## config.mk

```make
export PLATFORM = sky130hd
export DESIGN_NAME = mem_arbiter
export DESIGN_NICKNAME = d
export VERILOG_FILES = /design/src/rtl/mem_arbiter.sv
export SDC_FILE = /design/constraint.sdc
export NUM_CORES = 1
export LEC_CHECK = 0
export CELL_PAD_IN_SITES_DETAIL_PLACEMENT = 0
export CELL_PAD_IN_SITES_GLOBAL_PLACEMENT = 2
export CORE_MARGIN = 2
export CORE_UTILIZATION = 29
export DETAILED_ROUTE_END_ITERATION = 7
export PLACE_DENSITY = 0.89
export SYNTH_ARGS = -nofsm -noshare
export SYNTH_HDL_FRONTEND = slang
export SYNTH_SLANG_ARGS = --single-unit
```

## constraint.sdc

```tcl
create_clock -name clock -period 3.44 [get_ports clock]
set_input_delay 0.688 -clock clock [delete_from_list [all_inputs] [get_ports clock]]
set_output_delay 0.688 -clock clock [all_outputs]
set_load 0.01 [all_outputs]
```

## src/rtl/mem_arbiter.sv

```systemverilog
`default_nettype none
// ============================================================================
// mem_arbiter : two-requester single-port memory arbiter (IDLE/ACCESS/RESP)
// Revision    : 1.0
// ============================================================================
module mem_arbiter #(
  parameter int ACCESS_CYCLES = 1,
  parameter int FIXED_PRIO    = 0
) (
  input  logic        clock,
  input  logic        reset_n,
  input  logic        r0_req,
  input  logic        r0_we,
  input  logic [7:0]  r0_addr,
  input  logic [23:0] r0_wdata,
  output logic        r0_ack,
  output logic [23:0] r0_rdata,
  input  logic        r1_req,
  input  logic        r1_we,
  input  logic [7:0]  r1_addr,
  input  logic [23:0] r1_wdata,
  output logic        r1_ack,
  output logic [23:0] r1_rdata,
  output logic [7:0]  mem_addr,
  output logic [23:0] mem_wdata,
  input  logic [23:0] mem_rdata,
  output logic        mem_en,
  output logic        mem_cs,
  output logic        busy,
  output logic        grant_id
);

  typedef enum logic [1:0] {
    IDLE   = 2'd0,
    ACCESS = 2'd1,
    RESP   = 2'd2
  } state_t;

  localparam logic [3:0] CNT_LOAD = 4'(ACCESS_CYCLES);

  state_t      state_q,      state_d;
  logic [3:0]  cnt_q,        cnt_d;
  logic        grant_id_q,   grant_id_d;
  logic        last_grant_q, last_grant_d;
  logic        mem_cs_q,     mem_cs_d;
  logic        mem_en_q,     mem_en_d;
  logic [7:0]  mem_addr_q,   mem_addr_d;
  logic [23:0] mem_wdata_q,  mem_wdata_d;
  logic        r0_ack_q,     r0_ack_d;
  logic        r1_ack_q,     r1_ack_d;
  logic [23:0] r0_rdata_q,   r0_rdata_d;
  logic [23:0] r1_rdata_q,   r1_rdata_d;

  logic        winner;

  always_comb begin
    // With a tie, round-robin favours whoever was not granted last
    if (r0_req && r1_req) begin
      winner = (FIXED_PRIO != 0) ? 1'b0 : ~last_grant_q;
    end else begin
      winner = r1_req;
    end
  end

  always_comb begin
    state_d      = state_q;
    cnt_d        = cnt_q;
    grant_id_d   = grant_id_q;
    last_grant_d = last_grant_q;
    mem_cs_d     = mem_cs_q;
    mem_en_d     = mem_en_q;
    mem_addr_d   = mem_addr_q;
    mem_wdata_d  = mem_wdata_q;
    r0_ack_d     = 1'b0;
    r1_ack_d     = 1'b0;
    r0_rdata_d   = r0_rdata_q;
    r1_rdata_d   = r1_rdata_q;

    case (state_q)
      IDLE: begin
        if (r0_req || r1_req) begin
          grant_id_d   = winner;
          last_grant_d = winner;
          mem_en_d     = winner ? r1_we    : r0_we;
          mem_addr_d   = winner ? r1_addr  : r0_addr;
          mem_wdata_d  = winner ? r1_wdata : r0_wdata;
          mem_cs_d     = 1'b1;
          cnt_d        = CNT_LOAD;
          state_d      = ACCESS;
        end
      end
      ACCESS: begin
        cnt_d = cnt_q - 4'd1;
        if (cnt_q == 4'd1) begin
          // mem_en_q still carries the latched we at the final access cycle
          if (!mem_en_q) begin
            if (grant_id_q) r1_rdata_d = mem_rdata;
            else            r0_rdata_d = mem_rdata;
          end
          mem_cs_d = 1'b0;
          mem_en_d = 1'b0;
          r0_ack_d = ~grant_id_q;
          r1_ack_d = grant_id_q;
          state_d  = RESP;
        end
      end
      RESP: begin
        state_d = IDLE;
      end
      default: begin
        state_d = IDLE;
      end
    endcase
  end

  always_ff @(posedge clock or negedge reset_n) begin
    if (!reset_n) begin
      state_q      <= IDLE;
      cnt_q        <= 4'd0;
      grant_id_q   <= 1'b0;
      last_grant_q <= 1'b1;
      mem_cs_q     <= 1'b0;
      mem_en_q     <= 1'b0;
      mem_addr_q   <= 8'd0;
      mem_wdata_q  <= 24'd0;
      r0_ack_q     <= 1'b0;
      r1_ack_q     <= 1'b0;
      r0_rdata_q   <= 24'd0;
      r1_rdata_q   <= 24'd0;
    end else begin
      state_q      <= state_d;
      cnt_q        <= cnt_d;
      grant_id_q   <= grant_id_d;
      last_grant_q <= last_grant_d;
      mem_cs_q     <= mem_cs_d;
      mem_en_q     <= mem_en_d;
      mem_addr_q   <= mem_addr_d;
      mem_wdata_q  <= mem_wdata_d;
      r0_ack_q     <= r0_ack_d;
      r1_ack_q     <= r1_ack_d;
      r0_rdata_q   <= r0_rdata_d;
      r1_rdata_q   <= r1_rdata_d;
    end
  end

  assign mem_cs    = mem_cs_q;
  assign mem_en    = mem_en_q;
  assign mem_addr  = mem_addr_q;
  assign mem_wdata = mem_wdata_q;
  assign r0_ack    = r0_ack_q;
  assign r1_ack    = r1_ack_q;
  assign r0_rdata  = r0_rdata_q;
  assign r1_rdata  = r1_rdata_q;
  assign grant_id  = grant_id_q;
  assign busy      = (state_q != IDLE);

endmodule
`default_nettype wire

```

==> results of run 1 <==
critical path: cells and delay by family, from the launching register on:
family,cells,cell delay [ns]
and+or+nand+nor,1,0.36
buffers and inverters,1,0.51
DFF,1,0.41
synthesized netlist by cell type:
library cell,count
dfstp_2,1
mux2_2,94
xor2_1,1
buf_2,6
nor2_1,4
nand2b_1,1
nand2_1,3
buf_6,5
mux2i_1,2
nor2_2,1
nand3b_1,1
ha_1,2
mux2_4,20
nor3b_4,1
o22ai_1,3
nor3_1,1
a21bo_2,1
buf_4,1
xnor2_1,1
o211ai_1,1
nor2b_1,1
a21o_1,1
and3_1,1
or2_2,1
inv_1,3
a21boi_0,1
dfrtp_1,91
nand3_4,1
nand4b_4,1
a21boi_2,1
per-layer routing:
layer,GRT usage (%),vias up,part of all wire (%)
li1,-,1257,-
met1,16.3,1372,42
met2,21.5,93,49
met3,3.60,10,6.5
met4,6.25,0,1.9
met5,0,-,0
state kept, by name, indices dropped and copies added, names as in the netlist:
register and cells:
mem_cs 1, r0_rdata 24, mem_wdata 24, cnt_q 4
r0_ack 1, mem_addr 8, r1_ack 1, r1_rdata 24
mem_en 1, last_grant_q 1, state_q 2, grant_id 1
cells in the final DEF, fill, tap and decap left out, types with 2 or more instances in the layout:
cell	n
nand2_1	3
bufinv_16	3
inv_1	3
mux2i_1	2
clkdlybuf4s50_1	178
clkbuf_16	9
mux2_4	20
dfrtp_1	91
mux2_2	94
buf_4	4
nor2_1	4
ha_1	2
o22ai_1	3
power breakdown:
group / switching [W] / leakage [nW] / internal (W) / total, W
Combinational: 0.000973 / 1.42 / 0.00171 / 0.00268
Sequential: 0.000309 / 1.08 / 0.00164 / 0.00195
Clock: 0.000422 / 0.170 / 0.000734 / 0.00116
Total: 0.00170 / 2.67 / 0.00408 / 0.00579
logic make-up after synthesis:
logic type / after synthesis
AOI/OAI and AO/OA: 8
xor gates and xnor gates: 2
adders and majority gates: 2
buffers and inverters: 15
DFF: 92
muxes: 116
and+or+nand+nor: 17
cell type report:
cell class                 instances  area share (%)
clock buffer                      11            3.82
clock inverter                     5            1.69
inverter                           3           0.177
multi-input combinational        145            25.6
sequential                        92            36.3
tap                              180            3.55
timing repair buffer             183            28.9
metrics by stage:
stage,setup WS (ns),cell area [sq um],cells
after global placement,0.853,6000,603
after floorplan,1.50,4020,252
after CTS,1.10,6350,619
final,1.13,6350,619
after detailed placement,0.839,6000,603
after global routing,1.06,6350,619
how the worst min path moves through the flow:
stage | startpoint | to | slack [ns]
after floorplan | reset_n | cnt_q[0]$_DFFE_PN0P_ | 0.39
after global placement | mem_cs$_DFFE_PN0P_ | mem_cs$_DFFE_PN0P_ | 0.47
after detailed placement | r0_rdata[4]$_DFFE_PN0P_ | r0_rdata[4]$_DFFE_PN0P_ | 0.49
after CTS | r0_rdata[4]$_DFFE_PN0P_ | r0_rdata[4]$_DFFE_PN0P_ | 0.51
after global routing | r0_rdata[13]$_DFFE_PN0P_ | r0_rdata[13]$_DFFE_PN0P_ | 0.52
final | mem_wdata[19]$_DFFE_PN0P_ | mem_wdata[19]$_DFFE_PN0P_ | 0.50
==> results.cfg, run 1 <==
[outcome]
status = finished, final reports clean

[sta]
finalClockSkew_ns = 0.0101
worstMarginPinSlew_ns = 1.02
final-hold-violation-count = 0
min_period_over_period_pct = 67.2
period_minus_slack_ns = 2.31
slew_violations = 0
finalSetupTns_ns = 0
setup-violations-final = 0
holdWs_ns = 0.504
relSlewSlack_pct = 32.2
rsz0062_at_grt = no
clock.fmax_mhz = 432

[yosys]
ys_ff_latch = 92
synth_top_area_share_pct = 56.6
synth_adder_area_share_pct = 0.622
syn_nets = 348
synth-compound-area-share_pct = 1.56
synth_area_leaders = dfrtp_1 (57%), mux2_2 (26%), mux2_4 (7.5%)
synth_area_per_cell_sq_um = 16.0
yosys_warnings = 0
synth-xor-area-share_pct = 0.435
yosysTopAreaCell = dfrtp_1
netlist_instances = 252
seq_area_frac_synth_pct = 57.3
ys_types = 30
syn-cell-area_sq_um = 4020
synth_top_family_by_area = multiplexers
synth.area.mux_share_pct = 34.3
synth-simple-area-share_pct = 3.23

[clock_tree]
numCtsBuffers = 9
ctsResizeCount = 0
clockBufferDepth = 2
root_buffer = clkbuf_16
cts_setup_buffers = 0
ctsHoldBuffers = 0
cts_tree = yes
clock-sinks = 92
insertion_delay_ns = 0.34
clk_pin_slew_ns = 0.07
h-tree-depth = 3

[drt]
drt-vias-per-instance = 4.41
wl_per_cell_microns = 15.6
drt_pass1_iterations = 4
ant_nets = 0
vias = 2732
drt_iter0_markers = 77
wl_mm = 9.64
route.detailed.drc = 0

[floorplan]
core_sq_um = 13700
pin_count = 180
fp.dieW_microns = 122
row_count = 43
die_h_microns = 122
dieArea_sq_um = 14800
initial_core_util_pct = 29.3

[worst_setup_path]
critical-path-max-stage-delay_ns = 0.51
r2r_cells = 5
path_class = flop to output port
r2r-end = r1_rdata[9]$_DFFE_PN0P_
rr_startpoint = cnt_q[1]$_DFFE_PN0P_
crit_required_ns = 2.75
startpoint_type = flop
setup.worst_path.end_class = output port
cp_slowest_cell = clkdlybuf4s50_1
crit_end = busy
ff2ff_setup_slack_ns = 1.22
worstPathCellList = or2_2, clkdlybuf4s50_1
crit_path_max_fanout = 4
cp-startpoint = state_q[0]$_DFFE_PN0P_
critPathArrivalTime_ns = 1.62

[power]
fin_total_pwr_w = 0.00579
max-vdd-ir-drop_mv = 0.372
powerDensity_nw_per_um2 = 912
p_leak_nw = 2.67

[final_layout]
n_fill_cell = 1233
layout-drive-gt1-share_pct = 32.3
insertedDiodeCount = 0
seq_area_sq_um = 2300
multi_input_comb_area_sq_um = 1630
final_core_util_pct = 46.3
area.growth.synth_to_final_pct = 57.8
num-nets-final = 530

[placement]
io_buffers = 179
gp_congestion = 0.696
hpwl_mm = 6.97

[hold_path]
whs_path_depth = 1
hold_class = flop to flop

[run]
cap_violations = 0

[global_route]
grt_max_degree = 81
grt-ovfl-total = 0
grt_pass1_wl_mm = 15.0
grt_usage_pct = 13.2
grt_pass1_vias = 2907
antenna_found_initial = 0
Note: power is estimated with default switching activity, not from simulation.
==> run 2: changes to the inputs <==
--- a/config.mk
+++ b/config.mk
@@ -8,9 +8,9 @@
 export CELL_PAD_IN_SITES_DETAIL_PLACEMENT = 0
 export CELL_PAD_IN_SITES_GLOBAL_PLACEMENT = 2
 export CORE_MARGIN = 2
-export CORE_UTILIZATION = 29
+export CORE_UTILIZATION = 27
 export DETAILED_ROUTE_END_ITERATION = 7
-export PLACE_DENSITY = 0.89
+export PLACE_DENSITY = 0.84
 export SYNTH_ARGS = -nofsm -noshare
 export SYNTH_HDL_FRONTEND = slang
 export SYNTH_SLANG_ARGS = --single-unit
==> constraint.sdc (replaced) <==
create_clock -name clock -period 2.27 [get_ports clock]
set_input_delay 0.454 -clock clock [delete_from_list [all_inputs] [get_ports clock]]
set_output_delay 0.454 -clock clock [all_outputs]
set_load 0.01 [all_outputs]
==> results.cfg, run 2 (synthesis results as in run 1) <==
[outcome]
status = finished, final reports clean

[clock_tree]
ctsHoldBuffers = 0
numCtsBuffers = 9
cts_setup_buffers = 0
clockBufferDepth = 2
clk_pin_slew_ns = 0.06
h-tree-depth = 3
ctsResizeCount = 0
root_buffer = clkbuf_16
clock-sinks = 92
cts_tree = yes
insertion_delay_ns = 0.34

[final_layout]
layout-drive-gt1-share_pct = 33.3
final_common_cell = clkdlybuf4s50_1
final_core_util_pct = 43.8
area.growth.synth_to_final_pct = 58.3
insertedDiodeCount = 0
num-nets-final = 535
n_fill_cell = 1350
layout_common_cells = clkdlybuf4s50_1 (178), mux2_2 (94), dfrtp_1 (91), mux2_4 (20), clkbuf_16 (9)
fin_area_sq_um = 6370

[global_route]
grt_max_degree = 40
grt_pass1_wl_mm = 15.9
antenna_found_initial = 0
grt_usage_pct = 12.6
grt_pass1_vias = 3044
grt-ovfl-total = 0

[sta]
finalSetupTns_ns = 0
relSlewSlack_pct = 65.8
period_minus_slack_ns = 2.04
layout_setup_ws_ns = 0.227
rsz0062_at_grt = no
slew_violations = 0
clock.fmax_mhz = 490
min_period_over_period_pct = 90.0
setup-violations-final = 0
finalClockSkew_ns = 0.00779
worstMarginPinSlew_ns = 0.513
final-hold-violation-count = 0

[worst_setup_path]
crit_path_max_fanout = 4
r2r_cells = 6
worstPathCellList = or2_2, clkdlybuf4s50_1
cp-startpoint = state_q[0]$_DFFE_PN0P_
critPathArrivalTime_ns = 1.59
critical-path-max-stage-delay_ns = 0.51
path_class = flop to output port
setup.worst_path.end_class = output port
rr_startpoint = cnt_q[1]$_DFFE_PN0P_
cp_slowest_cell = clkdlybuf4s50_1
crit_required_ns = 1.82
startpoint_type = flop

[power]
max-vdd-ir-drop_mv = 0.559
p_leak_nw = 2.68
combPwrFrac_pct = 48.1
p_clk_share_pct = 17.4
p_int_w = 0.00601
power_frac_seq_pct = 34.5
powerDensity_nw_per_um2 = 1350
p_switching_w = 0.00260
p_sw_share_pct = 30.2
fin_total_pwr_w = 0.00861

[placement]
dp_slack_ns = 0.0477
io_buffers = 179
place_area_sq_um = 6070
hpwl_mm = 7.25
gp_congestion = 0.753

[drt]
ant_nets = 0
drt_iter0_markers = 53
wl_mm = 9.83
route.detailed.drc = 0
drt_pass1_iterations = 4
wl_per_cell_microns = 15.7
drt-vias-per-instance = 4.37
vias = 2746

[run]
cap_violations = 0

[floorplan]
dieArea_sq_um = 15900
pin_count = 180
fp.dieW_microns = 126
initial_core_util_pct = 27.7
core_sq_um = 14500
row_count = 44
die_h_microns = 126

[hold_path]
hold_class = primary input to async pin
-- run 2: cell types whose count changed in the layout (fill, tap and decap cells not counted) --
cell,previous run,this run
clkinv_2,0,2
buf_4,4,7
buf_12,1,3
inv_6,1,0
clkbuf_1,1,0
clkinvlp_4,0,2
bufinv_16,3,1
-- run 2: final cells by class --
type | instances | area (sq um) | area share (%)
clock buffers | 10 | 239 | 3.75
clock inverters | 6 | 63.8 | 1.00
well taps | 184 | 230 | 3.61
repair buffers | 188 | 1890 | 29.7
flip-flops and latches | 92 | 2300 | 36.2
multi-input cells | 145 | 1630 | 25.5
inverters | 3 | 11.3 | 0.177
-- run 2: path summary, 6_finish.rpt --
check / endpoint / slack [ns]
hold reg to reg: mem_wdata[16]$_DFFE_PN0P_ / 0.50
setup / recovery: busy / 0.23
min in group clock: mem_wdata[16]$_DFFE_PN0P_ / 0.50
setup reg to reg: r1_rdata[20]$_DFFE_PN0P_ / 0.34
hold / removal: mem_wdata[1]$_DFFE_PN0P_ / 0.09
max in group asynchronous: r1_rdata[1]$_DFFE_PN0P_ / 1.51
-- run 2: layer usage --
| metal | part of all wire (%) | track usage [%] |
|---|---|---|
| met3 | 6.9 | 3.36 |
| met4 | 1.4 | 5.04 |
| met2 | 50 | 21.9 |
| met5 | 0 | 0 |
| met1 | 42 | 14.8 |
-- run 2: metrics by stage --
| step | hold WS (ns) | std cells |
|---|---|---|
| after detailed placement | 0.471 | 612 |
| after CTS | 0.101 | 628 |
| after global placement | 0.465 | 612 |
| after global routing | 0.121 | 628 |
| final | 0.0917 | 628 |
| after floorplan | 0.158 | 252 |
-- run 2: critical path: cells and delay by family, from the launching register on --
family,cells,cell delay (ns)
buffers and inverters,1,0.51
DFF,1,0.40
and+or+nand+nor,1,0.35
-- run 2: power by group through the flow --
stage / Clock [W] / Sequential (W) / Combinational, W
floorplan: 0 / 0.00330 / 0.00169
finish: 0.00150 / 0.00297 / 0.00414
detailed placement: 0 / 0.00300 / 0.00420
global route: 0.00163 / 0.00309 / 0.00442
global placement: 0 / 0.00298 / 0.00414
CTS: 0.00156 / 0.00299 / 0.00422
==> RTL change 1: new RTL, flow settings as in run 2 <==
Make the reset (`reset_n`) synchronous in one clocked block.
--- a/src/rtl/mem_arbiter.sv
+++ b/src/rtl/mem_arbiter.sv
@@ -115,3 +115,3 @@
 
-  always_ff @(posedge clock or negedge reset_n) begin
+  always_ff @(posedge clock) begin
     if (!reset_n) begin
Function: differs if reset_n is asserted again (counterexample within 4 cycles, from zero or initial values and one cycle with reset_n low); with reset_n held inactive, the same outputs for 10 cycles.
==> RTL change 1 against run 2 <==
Setup slack improved by 0.0044 ns; highest routed layer unchanged; sequential cell count stayed put; fmax up 0.22%; critical path depth increased by 1; area after synthesis down 5.9%; routed wire length grew 31%; cell area is 4.3% lower.
Power is not compared: it rests on default switching activity, and its combinational part moved more than twofold at a synthesized area within 25%.
==> RTL change 1: results (changes against run 2) <==
clock root buffer - clkbuf_16
Vias - 4058 (+48%)
PostCTS Resize Cnt - 0 (unchanged)
Reg clk slew, reported paths - 0.06 ns (about the same)
Synth cell types - 38 (+27%)
Hold Path Class - reg -> reg
routability cong. - 0.766 (+1.7%)
Port Buffer Count - 179 (unchanged)
first-pass GRT wire length - 20.2 mm (+27%)
Worst EP arrival - 1.58 ns
Total GRT Usage - 0.172 (+0.0461)
CTS Buffer Depth - 2 (unchanged)
initial antenna violation count - 0 (unchanged)
Iteration-0 DRC Markers - 174 (+230%)
asr flop ratio synth - 0 (-1.00)
most frequent cells after synthesis - dfxtp_1, a21oi_1, nand2_1
outcome - complete, no violations
max-slew violations - 0 (unchanged)
final setup skew - 0.00438 ns (-0.00341 ns)
Post-DP Area - 5810 um^2 (-4.2%)
Slew headroom - 0.623 (-0.0345)
Setup Fix Bufs, Post-CTS - 0 (unchanged)
routed len/inst - 16.0 um (+2.3%)
final non-filler cell total - 805 (+28%)
Clock Latency Late Sink - 0.34 ns (about the same)
syn nets - 558 (+60%)
max-cap viol count - 0 (unchanged)
final net count - 716 (+34%)
Primary FF master, synth - dfxtp_1
sequential cell area fraction in the yosys report - 0.487 (-0.0860)
Leakage - 2.10 nW
total CTS buffers - 9 (unchanged)
H-tree levels - 3 (unchanged)
Max IR drop VDD - 313 uV
worst-path maximum fanout - 8 (+4)
Area contributors post-synth - dfxtp_1, a21oi_1, a311oi_1
share of cells above drive strength 1 - 0.0592 (-0.274)
antenna diode count - 0 (unchanged)
Gate Count Post-Synth - 462 (+83%)
Fillers - 1419 (+5.1%)
Critical Path Max Stage Delay - 0.56 ns (+0.05 ns)
Detailed Routing Iterations Pass 1 - 4 (unchanged)
Slowest-stage cell, CP - clkdlybuf4s50_1
dpl hpwl - 8.58 mm (+18%)
number of global-route vias before repair - 3926 (+29%)
synth warn - 0 (unchanged)
dpl cells - 789 (+29%)
largest net degree at the start of global routing - 53 (+33%)
-- RTL change 1: where the power goes --
part | leakage (nW) | internal, mW | switching [mW]
combinational | 1.21 | 0.532 | 0.561
sequential | 0.752 | 1.74 | 0.0831
clock | 0.136 | 0.804 | 0.634
total | 2.10 | 3.08 | 1.28
-- RTL change 1: through the flow --
| stage | power (mW) | utilization | worst slack (ns) |
|---|---|---|---|
| final | 4.35 | 0.442 | 0.232 |
| after global routing | 4.59 | 0.442 | 0.146 |
| after CTS | 4.42 | 0.442 | 0.198 |
| after detailed placement | 2.96 | 0.422 | 0.244 |
| after global placement | 2.95 | 0.422 | 0.313 |
| after floorplan | 2.37 | - | 0.734 |
-- RTL change 1: kinds of logic (layout without fill, tap and decap cells) --
| kind of cell | count (synthesis) | in the layout | synth area share |
|---|---|---|---|
| xor+xnor | 1 | 1 | 0.00231 |
| flops | 92 | 92 | 0.487 |
| simple gates | 139 | 139 | 0.175 |
| buf+inv | 51 | 214 | 0.0569 |
| fa+ha+maj | 2 | 2 | 0.00661 |
| compound gates | 177 | 177 | 0.273 |
-- RTL change 1: worst max-delay path, delay by kind of cell (launching register included) --
family                 cells  cell delay (ns)
AND/OR/NAND/NOR            1             0.05
buffers and inverters      2             0.68
flip-flops                 1             0.52
-- RTL change 1: worst paths after layout --
| check | startpoint | slack (ns) | to | cells past startpoint |
|---|---|---|---|---|
| setup / recovery | state_q[1] | 0.23 | busy | 3 |
| hold / removal | r1_rdata[4] | 0.48 | r1_rdata[4] | 2 |
| hold reg to reg | r1_rdata[4] | 0.48 | r1_rdata[4] | 2 |
| setup reg to reg | cnt_q[0] | 0.53 | r1_ack | 5 |
-- RTL change 1: final cells by class --
cell class / instances / share of cell area
Clock inverter: 3 / 0.00349
Sequential cell: 92 / 0.302
Timing Repair Buffer: 194 / 0.325
Tap cell: 180 / 0.0370
Clock buffer: 13 / 0.0427
Inverter: 4 / 0.00246
Multi-Input combinational cell: 319 / 0.287
-- RTL change 1: per-layer routing --
metal,part of all wire,track usage,wire (um)
met5,0,0,0
met4,0.012,0.0639,158
met3,0.097,0.0623,1250
met2,0.44,0.275,5700
met1,0.45,0.213,5770
==> RTL change 2: new RTL, flow settings as in run 2 <==
Without the edit above. Encoding of `state_t`: now one-hot (3 bits for 3 states).
--- a/src/rtl/mem_arbiter.sv
+++ b/src/rtl/mem_arbiter.sv
@@ -32,6 +32,6 @@
 
-  typedef enum logic [1:0] {
-    IDLE   = 2'd0,
-    ACCESS = 2'd1,
-    RESP   = 2'd2
+  typedef enum logic [2:0] {
+    IDLE   = 3'b001,
+    ACCESS = 3'b010,
+    RESP   = 3'b100
   } state_t;
Function: same outputs for any inputs over 10 cycles, from zero or initial values and one cycle with reset_n low; not proved beyond that.
==> RTL change 2 against run 2 <==
First-iteration DRC count increased by 19%; setup slack got worse by 0.15 ns; total power decreased by 1.4%; global-route usage increased by 0.29 points; sequential cell count increased by 1; routed wire length about the same; fmax decreased by 6.9%; cell area increased by 1.5%; area after synthesis increased by 1.3%; critical path type unchanged; largest power group unchanged; highest routed layer unchanged.
==> RTL change 2: results (changes against run 2) <==
final setup skew - 0.00670 ns (-0.00109 ns)
worst-path maximum fanout - 5 (+1)
Post-Syn Area per Cell - 15.9 um^2 (-0.31%)
Setup Fix Bufs, Post-CTS - 0 (unchanged)
Synth cell types - 32 (+6.7%)
Worst Setup SP - state_q[0]
synth warn - 0 (unchanged)
Iteration-0 DRC Markers - 63 (+19%)
share of cells above drive strength 1 - 0.226 (-0.107)
final net count - 538 (+0.56%)
drt total wl - 9.82 mm (about the same)
outcome - complete, no violations
most frequent cells after synthesis - dfrtp_1, mux2_1, mux2_2
initial antenna violation count - 0 (unchanged)
Max IR drop VDD - 622 uV (+11%)
clock root buffer - clkbuf_16
Setup crit end - busy
Reg clk slew, reported paths - 0.07 ns
Area contributors post-synth - dfrtp_1, mux2_1, mux2_2
worst slew pin tran - 0.524 ns (+0.0103 ns)
Worst EP arrival - 1.74 ns (+0.15 ns)
Vias - 2769 (+0.84%)
first-pass GRT wire length - 16.2 mm (+1.8%)
RR Endpoint - r1_rdata[3]
Post-DP Area - 6140 um^2 (+1.3%)
syn nets - 352 (+1.1%)
dpl cells - 615 (+0.49%)
Total GRT Usage - 0.129 (+0.00293)
Clock Latency Late Sink - 0.34 ns (about the same)
PostCTS Resize Cnt - 1 (+1)
dpl hpwl - 7.43 mm (+2.5%)
Hold Path Class - in -> async
H-tree levels - 3 (unchanged)
routability cong. - 0.742 (-1.5%)
number of global-route vias before repair - 3088 (+1.4%)
CTS Buffer Depth - 2 (unchanged)
Port Buffer Count - 179 (unchanged)
Worst Reg-to-Reg Cells - 6 (unchanged)
R2R setup slack - 0.32 ns (-0.02 ns)
Leakage - 2.72 nW (+1.6%)
drt via density - 4.39 (+0.36%)
Setup TNS Final - 0 ns (unchanged)
largest net degree at the start of global routing - 37 (-7.5%)
total CTS buffers - 9 (unchanged)
sequential cell area fraction in the yosys report - 0.572 (-0.000761)
Fillers - 1325 (-1.9%)
asr flop ratio synth - 1.00 (unchanged)
Detailed Routing Iterations Pass 1 - 4 (unchanged)
RTL change 2: cell count changes after synthesis, moves of 2 or more:
cell,before,now
o21ai_0,0,2
mux2_1,0,48
a21oi_1,0,3
buf_4,1,4
buf_2,6,3
mux2_2,94,46
RTL change 2: cells by family after synthesis:
group                      count (synthesis)  share of synthesized area
and+or+nand+nor                           17                     0.0369
xor gates and xnor gates                   1                    0.00215
DFF                                       93                      0.572
buffers and inverters                     16                     0.0267
AOI/OAI and AO/OA                         12                     0.0203
adders and majority gates                  2                    0.00614
muxes                                    115                      0.336
RTL change 2: worst min-delay path by stage:
stage | start | to | slack [ns] | depth (start not counted)
2_1_floorplan | reset_n | cnt_q[0] | 0.16 | 0
3_3_place_gp | reset_n | r0_rdata[21] | 0.46 | 1
3_5_place_dp | reset_n | r0_rdata[21] | 0.47 | 1
4_1_cts | reset_n | r0_rdata[21] | 0.1 | 1
5_1_grt | reset_n | r0_rdata[21] | 0.12 | 1
6_report | reset_n | r0_rdata[21] | 0.08 | 1
RTL change 2: final cells by class:
type	instances	share of cell area
clock buffer	10	0.0354
clock inverter	6	0.0135
inverter	4	0.00232
multi-input combinational	147	0.255
sequential	93	0.360
tap	184	0.0356
timing repair buffer	187	0.298
RTL change 2: worst max-delay path: stages, from the launching register on:
cell and delay, ns:
dfstp_2 0.56, nor3b_4 0.27, inv_1 0.06, clkdlybuf4s50_1 0.50
RTL change 2: through the flow:
stage | utilization | setup WS (ns)
6_report | 0.442 | 0.0748
4_1_cts | 0.442 | 0.0292
5_1_grt | 0.442 | 0.00929
3_3_place_gp | 0.420 | 0.153
2_1_floorplan | - | 0.528
3_5_place_dp | 0.420 | 0.115
RTL change 2: power breakdown:
part,internal [mW],switching (mW),leakage (nW),total [mW]
combinational,2.48,1.45,1.47,3.92
clock,0.965,0.628,0.156,1.59
sequential,2.50,0.474,1.09,2.98
RTL change 2: layer usage:
layer  track usage  routed length, um
met2         0.226               5040
met1         0.149               3990
met3        0.0346                619
met5             0                  0
met4        0.0524                173
